===== src/rtl/id_hazard_scoreboard_if.sv =====
// ============================================================================
// Module   : id_hazard_scoreboard_if
// Brief    : ID-stage issue, writeback and stall signals of the hazard scoreboard
// Revision : 1.0 - initial release
// ============================================================================
`default_nettype none

interface id_hazard_scoreboard_if #(
   parameter int NREG  = 32,
   parameter int AW    = 5,
   parameter int NSRC  = 2,
   parameter int LAT_W = 3
);
   logic                 flush;
   logic                 id_valid;
   logic                 id_we;
   logic [AW-1:0]        id_waddr;
   logic [LAT_W-1:0]     id_lat;
   logic [NSRC-1:0]      src_valid;
   logic [NSRC*AW-1:0]   src_addr;
   logic                 down_stall;
   logic                 wb_we;
   logic [AW-1:0]        wb_waddr;
   logic                 stallreq;
   logic                 stall_raw;
   logic                 stall_waw;
   logic                 stall_full;
   logic [NREG-1:0]      busy_vec;

   modport master (
      output flush, id_valid, id_we, id_waddr, id_lat, src_valid, src_addr,
             down_stall, wb_we, wb_waddr,
      input  stallreq, stall_raw, stall_waw, stall_full, busy_vec
   );

   modport slave (
      input  flush, id_valid, id_we, id_waddr, id_lat, src_valid, src_addr,
             down_stall, wb_we, wb_waddr,
      output stallreq, stall_raw, stall_waw, stall_full, busy_vec
   );
endinterface

`default_nettype wire


===== src/rtl/id_hazard_scoreboard.sv =====
// ============================================================================
// Module   : id_hazard_scoreboard
// Brief    : Per-register RAW/WAW hazard scoreboard raising stallreq in ID
// Revision : 1.0 - initial release
// ============================================================================
`default_nettype none

module id_hazard_scoreboard #(
   parameter int NREG   = 32,
   parameter int AW     = 5,
   parameter int NSRC   = 2,
   parameter int LAT_W  = 3,
   parameter int PEND_W = 2
) (
   input  wire logic clk,
   input  wire logic rst,
   id_hazard_scoreboard_if.slave hz
);

   localparam logic [PEND_W-1:0] C_PEND_MAX = '1;
   localparam logic [PEND_W-1:0] C_PEND_ONE = PEND_W'(1);
   localparam logic [LAT_W-1:0]  C_LAT_ONE  = LAT_W'(1);

   logic [LAT_W-1:0]  r_cnt  [NREG];
   logic [PEND_W-1:0] r_pend [NREG];

   logic            w_raw;
   logic            w_waw;
   logic            w_full;
   logic            w_stall;
   logic            w_issue;
   logic            w_dst_nz;
   logic [NREG-1:0] w_load_vec;
   logic [NREG-1:0] w_ret_vec;

   // A source at r0 never matches; cnt != 0 means no bypass path holds the value yet.
   always_comb begin
      w_raw = 1'b0;
      for (int i = 0; i < NSRC; i++) begin
         w_raw = w_raw | (hz.src_valid[i]
                          && (hz.src_addr[i*AW +: AW] != '0)
                          && (r_cnt[hz.src_addr[i*AW +: AW]] != '0));
      end
      w_raw = w_raw & hz.id_valid;
   end

   assign w_dst_nz = (hz.id_waddr != '0);
   assign w_waw    = hz.id_valid & hz.id_we & w_dst_nz & (r_cnt[hz.id_waddr] > hz.id_lat);
   assign w_full   = hz.id_valid & hz.id_we & w_dst_nz & (r_pend[hz.id_waddr] == C_PEND_MAX);
   assign w_stall  = w_raw | w_waw | w_full;
   assign w_issue  = hz.id_valid & ~w_stall & ~hz.down_stall & ~hz.flush;

   always_comb begin
      w_load_vec = '0;
      w_ret_vec  = '0;
      for (int r = 1; r < NREG; r++) begin
         w_load_vec[r] = w_issue & hz.id_we & (hz.id_waddr == AW'(r));
         w_ret_vec[r]  = hz.wb_we & (hz.wb_waddr == AW'(r)) & (r_pend[r] != '0);
      end
   end

   // Simultaneous issue and retire to one register cancel out in pend.
   always_ff @(posedge clk) begin
      if (rst || hz.flush) begin
         for (int r = 0; r < NREG; r++) begin
            r_cnt[r]  <= '0;
            r_pend[r] <= '0;
         end
      end else begin
         r_cnt[0]  <= '0;
         r_pend[0] <= '0;
         for (int r = 1; r < NREG; r++) begin
            if (w_load_vec[r]) begin
               r_cnt[r] <= hz.id_lat;
            end else if (r_cnt[r] != '0) begin
               r_cnt[r] <= r_cnt[r] - C_LAT_ONE;
            end
            if (w_load_vec[r] && !w_ret_vec[r]) begin
               r_pend[r] <= r_pend[r] + C_PEND_ONE;
            end else if (!w_load_vec[r] && w_ret_vec[r]) begin
               r_pend[r] <= r_pend[r] - C_PEND_ONE;
            end
         end
      end
   end

   generate
      for (genvar g = 0; g < NREG; g++) begin : g_busy
         if (g == 0) begin : g_zero
            assign hz.busy_vec[g] = 1'b0;
         end else begin : g_track
            assign hz.busy_vec[g] = (r_pend[g] != '0);
         end
      end
   endgenerate

   assign hz.stall_raw  = w_raw;
   assign hz.stall_waw  = w_waw;
   assign hz.stall_full = w_full;
   assign hz.stallreq   = w_stall;

endmodule

`default_nettype wire


===== src/flat_wrapper.sv =====
// flat-port wrapper written by rule: the top's interface ports become plain ports
module id_hazard_scoreboard_flat 
#(
   parameter int NREG   = 32,
   parameter int AW     = 5,
   parameter int NSRC   = 2,
   parameter int LAT_W  = 3,
   parameter int PEND_W = 2
)
  (clk, rst, hz_flush, hz_id_valid, hz_id_we, hz_id_waddr, hz_id_lat, hz_src_valid, hz_src_addr, hz_down_stall, hz_wb_we, hz_wb_waddr, hz_stallreq, hz_stall_raw, hz_stall_waw, hz_stall_full, hz_busy_vec);
  id_hazard_scoreboard_if #(.NREG(NREG), .AW(AW), .NSRC(NSRC), .LAT_W(LAT_W)) hz_i ();
  input  wire logic clk;
  input  wire logic rst;
  input wire logic [$bits(hz_i.flush)-1:0] hz_flush;
  input wire logic [$bits(hz_i.id_valid)-1:0] hz_id_valid;
  input wire logic [$bits(hz_i.id_we)-1:0] hz_id_we;
  input wire logic [$bits(hz_i.id_waddr)-1:0] hz_id_waddr;
  input wire logic [$bits(hz_i.id_lat)-1:0] hz_id_lat;
  input wire logic [$bits(hz_i.src_valid)-1:0] hz_src_valid;
  input wire logic [$bits(hz_i.src_addr)-1:0] hz_src_addr;
  input wire logic [$bits(hz_i.down_stall)-1:0] hz_down_stall;
  input wire logic [$bits(hz_i.wb_we)-1:0] hz_wb_we;
  input wire logic [$bits(hz_i.wb_waddr)-1:0] hz_wb_waddr;
  output wire logic [$bits(hz_i.stallreq)-1:0] hz_stallreq;
  output wire logic [$bits(hz_i.stall_raw)-1:0] hz_stall_raw;
  output wire logic [$bits(hz_i.stall_waw)-1:0] hz_stall_waw;
  output wire logic [$bits(hz_i.stall_full)-1:0] hz_stall_full;
  output wire logic [$bits(hz_i.busy_vec)-1:0] hz_busy_vec;
  assign hz_i.flush = hz_flush;
  assign hz_i.id_valid = hz_id_valid;
  assign hz_i.id_we = hz_id_we;
  assign hz_i.id_waddr = hz_id_waddr;
  assign hz_i.id_lat = hz_id_lat;
  assign hz_i.src_valid = hz_src_valid;
  assign hz_i.src_addr = hz_src_addr;
  assign hz_i.down_stall = hz_down_stall;
  assign hz_i.wb_we = hz_wb_we;
  assign hz_i.wb_waddr = hz_wb_waddr;
  assign hz_stallreq = hz_i.stallreq;
  assign hz_stall_raw = hz_i.stall_raw;
  assign hz_stall_waw = hz_i.stall_waw;
  assign hz_stall_full = hz_i.stall_full;
  assign hz_busy_vec = hz_i.busy_vec;
  id_hazard_scoreboard #(.NREG(NREG), .AW(AW), .NSRC(NSRC), .LAT_W(LAT_W), .PEND_W(PEND_W)) u_core (.clk(clk), .rst(rst), .hz(hz_i));
endmodule

===== config.mk =====
export PLATFORM = sky130hd
export DESIGN_NAME = id_hazard_scoreboard_flat
export DESIGN_NICKNAME = d
export VERILOG_FILES = /design/src/rtl/id_hazard_scoreboard_if.sv /design/src/rtl/id_hazard_scoreboard.sv /design/src/flat_wrapper.sv
export SDC_FILE = /design/constraint.sdc
export NUM_CORES = 1
export LEC_CHECK = 0
export ABC_AREA = 1
export BUFFER_PORTS_ARGS = -buffer_cell sky130_fd_sc_hd__buf_2
export CAP_MARGIN = 20
export CORE_ASPECT_RATIO = 0.8
export CORE_UTILIZATION = 48
export DETAILED_ROUTE_END_ITERATION = 6
export HOLD_SLACK_MARGIN = 0.05
export PLACE_DENSITY = 0.66
export SETUP_SLACK_MARGIN = 0.4
export SLEW_MARGIN = 0
export SYNTH_ARGS = -nofsm -noshare
export SYNTH_HDL_FRONTEND = slang
export SYNTH_SLANG_ARGS = --single-unit

===== constraint.sdc =====
create_clock -name clk -period 5.16 [get_ports clk]
set_input_delay 0.258 -clock clk [delete_from_list [all_inputs] [get_ports clk]]
set_output_delay 0.258 -clock clk [all_outputs]
set_load 0.005 [all_outputs]

======== After elaboration in Yosys (flattened, before gate mapping) ========
Memory sizes are Yosys's and may differ from the RTL's.
Index checks and enable logic that the tools add are counted.
word-level totals
  bits in registers ....................... 0
  logic and storage cells ................. 1,152
  memories ................................ 2
  bits in writable memories ............... 160
  output and inout port bits .............. 36
memories
  memory         depth  bits a word  rd ports  clocked after Yosys merged registers in  wr ports  line                        source
  u_core.r_cnt   32     3            34        0                                        32        id_hazard_scoreboard.sv:24  logic [LAT_W-1:0] r_cnt [NREG];
  u_core.r_pend  32     2            32        0                                        32        id_hazard_scoreboard.sv:25  logic [PEND_W-1:0] r_pend [NREG];
operators by class
  reductions and logical operators ........ 196
  multiplexer cells ....................... 563
  bitwise gates (word level) .............. 234
  equality and inequality tests ........... 63
  add/sub/neg operators ................... 93
  $lt $le $gt $ge ......................... 1
operators by type and width
  kind                                                                    count
  1-bit two-way mux                                                       437
  3-bit two-way mux                                                       63
  5-bit equality test (second input constant)                             32
  1-bit OR                                                                129
  2-bit two-way mux                                                       63
  1-bit bitwise AND                                                       102
  3-bit nonzero test                                                      33
  3-bit by 1-bit subtractor with 3-bit output (second input constant)     31
  5-bit by 4-bit equality test with 1-bit output (second input constant)  16
  1-bit logical AND                                                       66
  2-bit by 1-bit adder with 2-bit output (second input constant)          31
  1-bit zero test                                                         62
  2-bit nonzero test                                                      31
  2-bit by 1-bit subtractor with 2-bit output (second input constant)     31
  5-bit by 3-bit equality test with 1-bit output (second input constant)  8
  5-bit by 2-bit equality test with 1-bit output (second input constant)  4
  5-bit nonzero test                                                      3
  5-bit by 1-bit equality test with 1-bit output (second input constant)  2
  3-bit > comparator                                                      1
  1-bit NOT                                                               3
  2-bit equality test (second input constant)                             1
  1-bit logical OR                                                        1

======== Depth between registers and ports, before layout ========
  word-level depth ........................ 20
  mapped depth ............................ 24

======== Least setup slack after synthesis ========
Ideal clock, no wire load.
  kind .................................... input to register
  from .................................... input port hz_id_waddr[0]
  to ...................................... memory u_core.r_pend[22][0], enable pin
  path slack .............................. 1,484 ps
  buffers on the path ..................... 5
  library setup time ...................... 313 ps
  arrival time ............................ 3,363 ps
  stages on the path ...................... 22
  cell sequence ........................... buf_2 buf_6 nor2_4 inv_1 clkbuf_1 buf_1 o22ai_1 o21ai_0 o2111ai_1 nand2_1 nand2_1 ha_1 nand2_1 nor2_1 a211oi_1 a311oi_1 a21oi_4 buf_6 nand4_2 nand2_1 inv_1 o21ai_1
RTL lines
  element      line                        source
  from (decl)  flat_wrapper.sv:17          input wire logic [$bits(hz_i.id_waddr)-1:0] hz_id_waddr;
  to (decl)    id_hazard_scoreboard.sv:25

==> out/qor_table.md <==
| Metric | Value | Unit |
|:---|:---|:---|
| # setup viols final | 0 | - |
| Yosys warnings | 0 | - |
| Post-Synthesis Net Count | 2127 | - |
| Register cell area after layout | 4650 | um^2 |
| Cts bufs inserted | 17 | - |
| Sink Count | 155 | - |
| Drt first-iter violations | 1696 | - |
| Cell area after synthesis | 13900 | um^2 |
| Clock-pin slew reported for the worst setup and hold paths after clock tree synthesis | 0.07 | ns |
| Fraction of layout cells with a size suffix above 1 | 8.77 | % |
| Cell area reported after detailed placement | 14600 | um^2 |
| Kind of path behind the tightest hold check | in2reg | - |
| Maximum fanout along the worst path | 23 | - |
| Maximum number of pins on one net before global-route repair | 133 | - |
| Hold bufs inserted after CTS | 0 | - |
| Final ANT Viol Nets | 0 | - |
| Fin nets | 2161 | - |
| Setup_tns | 0 | ns |
| Type of the worst setup path | in2reg | - |
| Cell Chain, Critical Path | buf_2, nor2_4, inv_1, o22ai_1, o21ai_0, o2111ai_1, nor2_1, a31oi_1, ha_1, nand2_1, nor2_1, a211oi_1, a311oi_1, a21oi_4, buf_4, nand4_2, nand2_1, o21ai_0, nand2_1, inv_1 | - |
| Antenna violations before repair | 1 | - |
| Prevailing post-synth register cell | edfxtp_1 | - |
| Worst rel slew slack | 37.0 | % |
| Final period util | 81.1 | % |
| Width of the chip | 192 | um |
| Vias in the first global route | 12600 | - |
| Required time worst endpoint | 5.36 | ns |
| Flip-flop and latch count after synthesis | 155 | - |
| Area of combinational cells with multiple inputs | 7710 | um^2 |
| Post-detailed-routing wire length | 45200 | um |
| Gate count of the mapped netlist | 2029 | - |
| Wire length of the first global-routing pass | 70200 | um |
| Number of distinct library cells after synthesis | 45 | - |
| Number of port buffers | 66 | - |
| Post-CTS setup buffers | 0 | - |
| Count of max-cap constraint violations | 0 | - |
| Fmax | 239 | MHz |
| Row cnt | 55 | - |
| Drt pass-1 iters | 6 | - |
| Final Cell Area | 15200 | um^2 |
| Global placer's final weighted congestion | 0.995 | - |
| Part of the Yosys area used for sequential elements | 33.5 | % |
| Async set-reset flop share out of synthesis | 0 | % |
| Hold Vio Cnt, Final | 0 | - |
| I/O pin cnt | 68 | - |
| Leakage | 7.31 | nW |
| Result of the run | finished, final reports clean | - |
| Crit path largest cell delay | 0.61 | ns |
| Unrepaired setup endpoints after global routing | false | - |
| Core Box Area | 28400 | um^2 |
| Final Util | 53.7 | % |
| Final Max Slew Viols | 0 | - |
| Arrival time worst endpoint | 4.39 | ns |
| Count of filler cells inserted in the layout | 2766 | - |
| Area added between synthesis and finish | 9.54 | % |
| # DRC | 0 | - |
| Count of H-tree levels built during CTS | 4 | - |
| Vert. Die Dim | 154 | um |
| Clock tree root driver cell | clkbuf_16 | - |
| Nature of the critical path endpoint | register | - |
| Half-perimeter wire length after detailed placement | 33400 | um |
| Slack of the worst reg-to-reg path | 1.25 | ns |
| Power density cells | 277 | nW/um^2 |
| Count of vias placed by the detailed router | 14000 | - |
| Total global-route track usage | 31.0 | % |
| Starting utilization of the core area | 49.1 | % |
| CTS-repair resized insts | 0 | - |
| Setup Skew | 0.0190 | ns |
| Post-DR vias/cell | 5.72 | - |
| Clock tree from TritonCTS | built | - |
| Transition at the pin with the smallest max-transition slack | 0.943 | ns |
| Maximum VDD drop | 0.237 | mV |
| Syn avg cell area | 6.85 | um^2 |
| Clock buffer depth | 2 | - |
| Cell repeated most along the worst path | nand2_1 | - |
| Slowest stage cell on the critical path | inv_1 | - |
| Number of enable flip-flop cells after synthesis | 155 | - |
| Worst skew pair latency | 0.46 | ns |
| Fin crit period | 4.19 | ns |
| Die Area | 29700 | um^2 |
| Total overflow reported by the global router | 0 | - |
| Min Hold Slack | 0.385 | ns |
| WL per Instance | 18.5 | um |
| Startpoint kind of the worst setup timing path | input port | - |
[sequential cells by signal, indices dropped and copies added (netlist names)]
register and count:
u_core.r_cnt 93, u_core.r_pend 62
[Yosys cell counts (2+ instances only)]
cell type,instances,area (um^2)
nand2_1,542,2030
inv_1,310,1160
nand3_1,242,1210
nor2_1,228,856
edfxtp_1,155,4650
a21oi_1,109,546
ha_1,66,826
o21ai_0,56,280
nor3_1,47,235
xor2_1,41,359
o22ai_1,40,250
clkbuf_1,36,135
o21ai_1,24,120
nand4_4,21,447
buf_2,15,75.1
buf_1,13,48.8
nand2_2,12,75.1
nand4_1,9,56.3
nand4_2,9,113
buf_6,7,78.8
inv_2,6,22.5
xnor2_1,5,43.8
buf_4,3,22.5
nand3b_1,3,22.5
or2_2,3,18.8
a221oi_1,2,17.5
a22oi_1,2,15.0
a31oi_1,2,12.5
clkinv_1,2,7.51
nor2_2,2,12.5
o2111ai_1,2,17.5
o221ai_1,2,17.5
[critical path: cells and delay by family]
family	cells	cell delay, ns
adders and majority gates	1	0.33
AOI/OAI and AO/OA	8	1.35
and+or+nand+nor	7	1.15
buffers and inverters	4	1.27
[path summary, 6_finish.rpt]
path | start | end | cells after the start
worst max-delay path | hz_id_waddr[0] | u_core.r_cnt[5][2] | 20
worst min-delay path | hz_wb_waddr[0] | u_core.r_pend[18][0] | 5
worst max register to register | u_core.r_cnt[12][2] | u_core.r_cnt[5][2] | 18
worst min register to register | u_core.r_pend[20][0] | u_core.r_pend[20][0] | 1
[layout by cell type (no fill, tap or decap), types with 2 or more instances in the layout]
master | Yosys | routed
xor2_1 | 41 | 41
clkinv_4 | 0 | 2
buf_2 | 15 | 66
nand3_1 | 242 | 242
nor2_4 | 1 | 2
clkinv_8 | 0 | 2
a221oi_1 | 2 | 2
edfxtp_1 | 155 | 155
inv_6 | 0 | 6
a31oi_1 | 2 | 2
nand4_2 | 9 | 9
nor2_1 | 228 | 227
nor2_2 | 2 | 2
buf_4 | 3 | 20
o2111ai_1 | 2 | 2
ha_1 | 66 | 66
nand4_4 | 21 | 21
inv_2 | 6 | 7
a22oi_1 | 2 | 2
nand2_2 | 12 | 12
clkbuf_16 | 0 | 17
bufinv_16 | 0 | 4
o221ai_1 | 2 | 2
o22ai_1 | 40 | 40
nand4_1 | 9 | 9
xnor2_1 | 5 | 5
nand3b_1 | 3 | 3
o21ai_0 | 56 | 56
clkinv_1 | 2 | 2
inv_1 | 310 | 309
o21ai_1 | 24 | 24
buf_12 | 0 | 4
a21oi_1 | 109 | 109
or2_2 | 3 | 3
nor3_1 | 47 | 46
nand2_1 | 542 | 542
[cell type report]
| type | instances | area share (%) |
|---|---|---|
| clock inverters | 15 | 1.49 |
| diodes | 1 | 0.0164 |
| inverters | 318 | 7.84 |
| clock buffers | 17 | 2.79 |
| repair buffers | 90 | 3.68 |
| well taps | 370 | 3.04 |
| flip-flops and latches | 155 | 30.6 |
| multi-input cells | 1481 | 50.6 |
[per-stage QoR]
step / cells / total power, mW / setup slack, ns
2_1_floorplan: 2029 / 2.42 / 1.48
6_report: 2447 / 4.22 / 0.973
4_1_cts: 2446 / 4.19 / 1.18
5_1_grt: 2446 / 4.40 / 0.679
3_3_place_gp: 2414 / 2.75 / 0.861
3_5_place_dp: 2414 / 2.76 / 0.713
[report_power, final]
part	internal, mW	total (mW)	switching, mW
clock	0.829	1.44	0.613
combinational	0.365	1.11	0.747
sequential	1.55	1.66	0.114
total	2.74	4.22	1.47
[kinds of logic (layout without fill, tap and decap cells)]
group	after synthesis	count (layout)	synth area share, %
other	1	2	0.0270
buffers and inverters	393	440	11.2
DFF	155	155	33.5
xor gates and xnor gates	46	46	2.90
and+or+nand+nor	1123	1123	36.9
adders and majority gates	66	66	5.94
AOI/OAI and AO/OA	245	245	9.59
[layer usage]
layer | track usage [%] | vias up | wire length (um)
li1 | - | 6723 | -
met5 | 0 | - | 0
met1 | 45.2 | 6360 | 19800
met3 | 8.26 | 105 | 5650
met4 | 10.5 | 0 | 1360
met2 | 44.0 | 810 | 18400
Power figures use the tool's default switching activity.
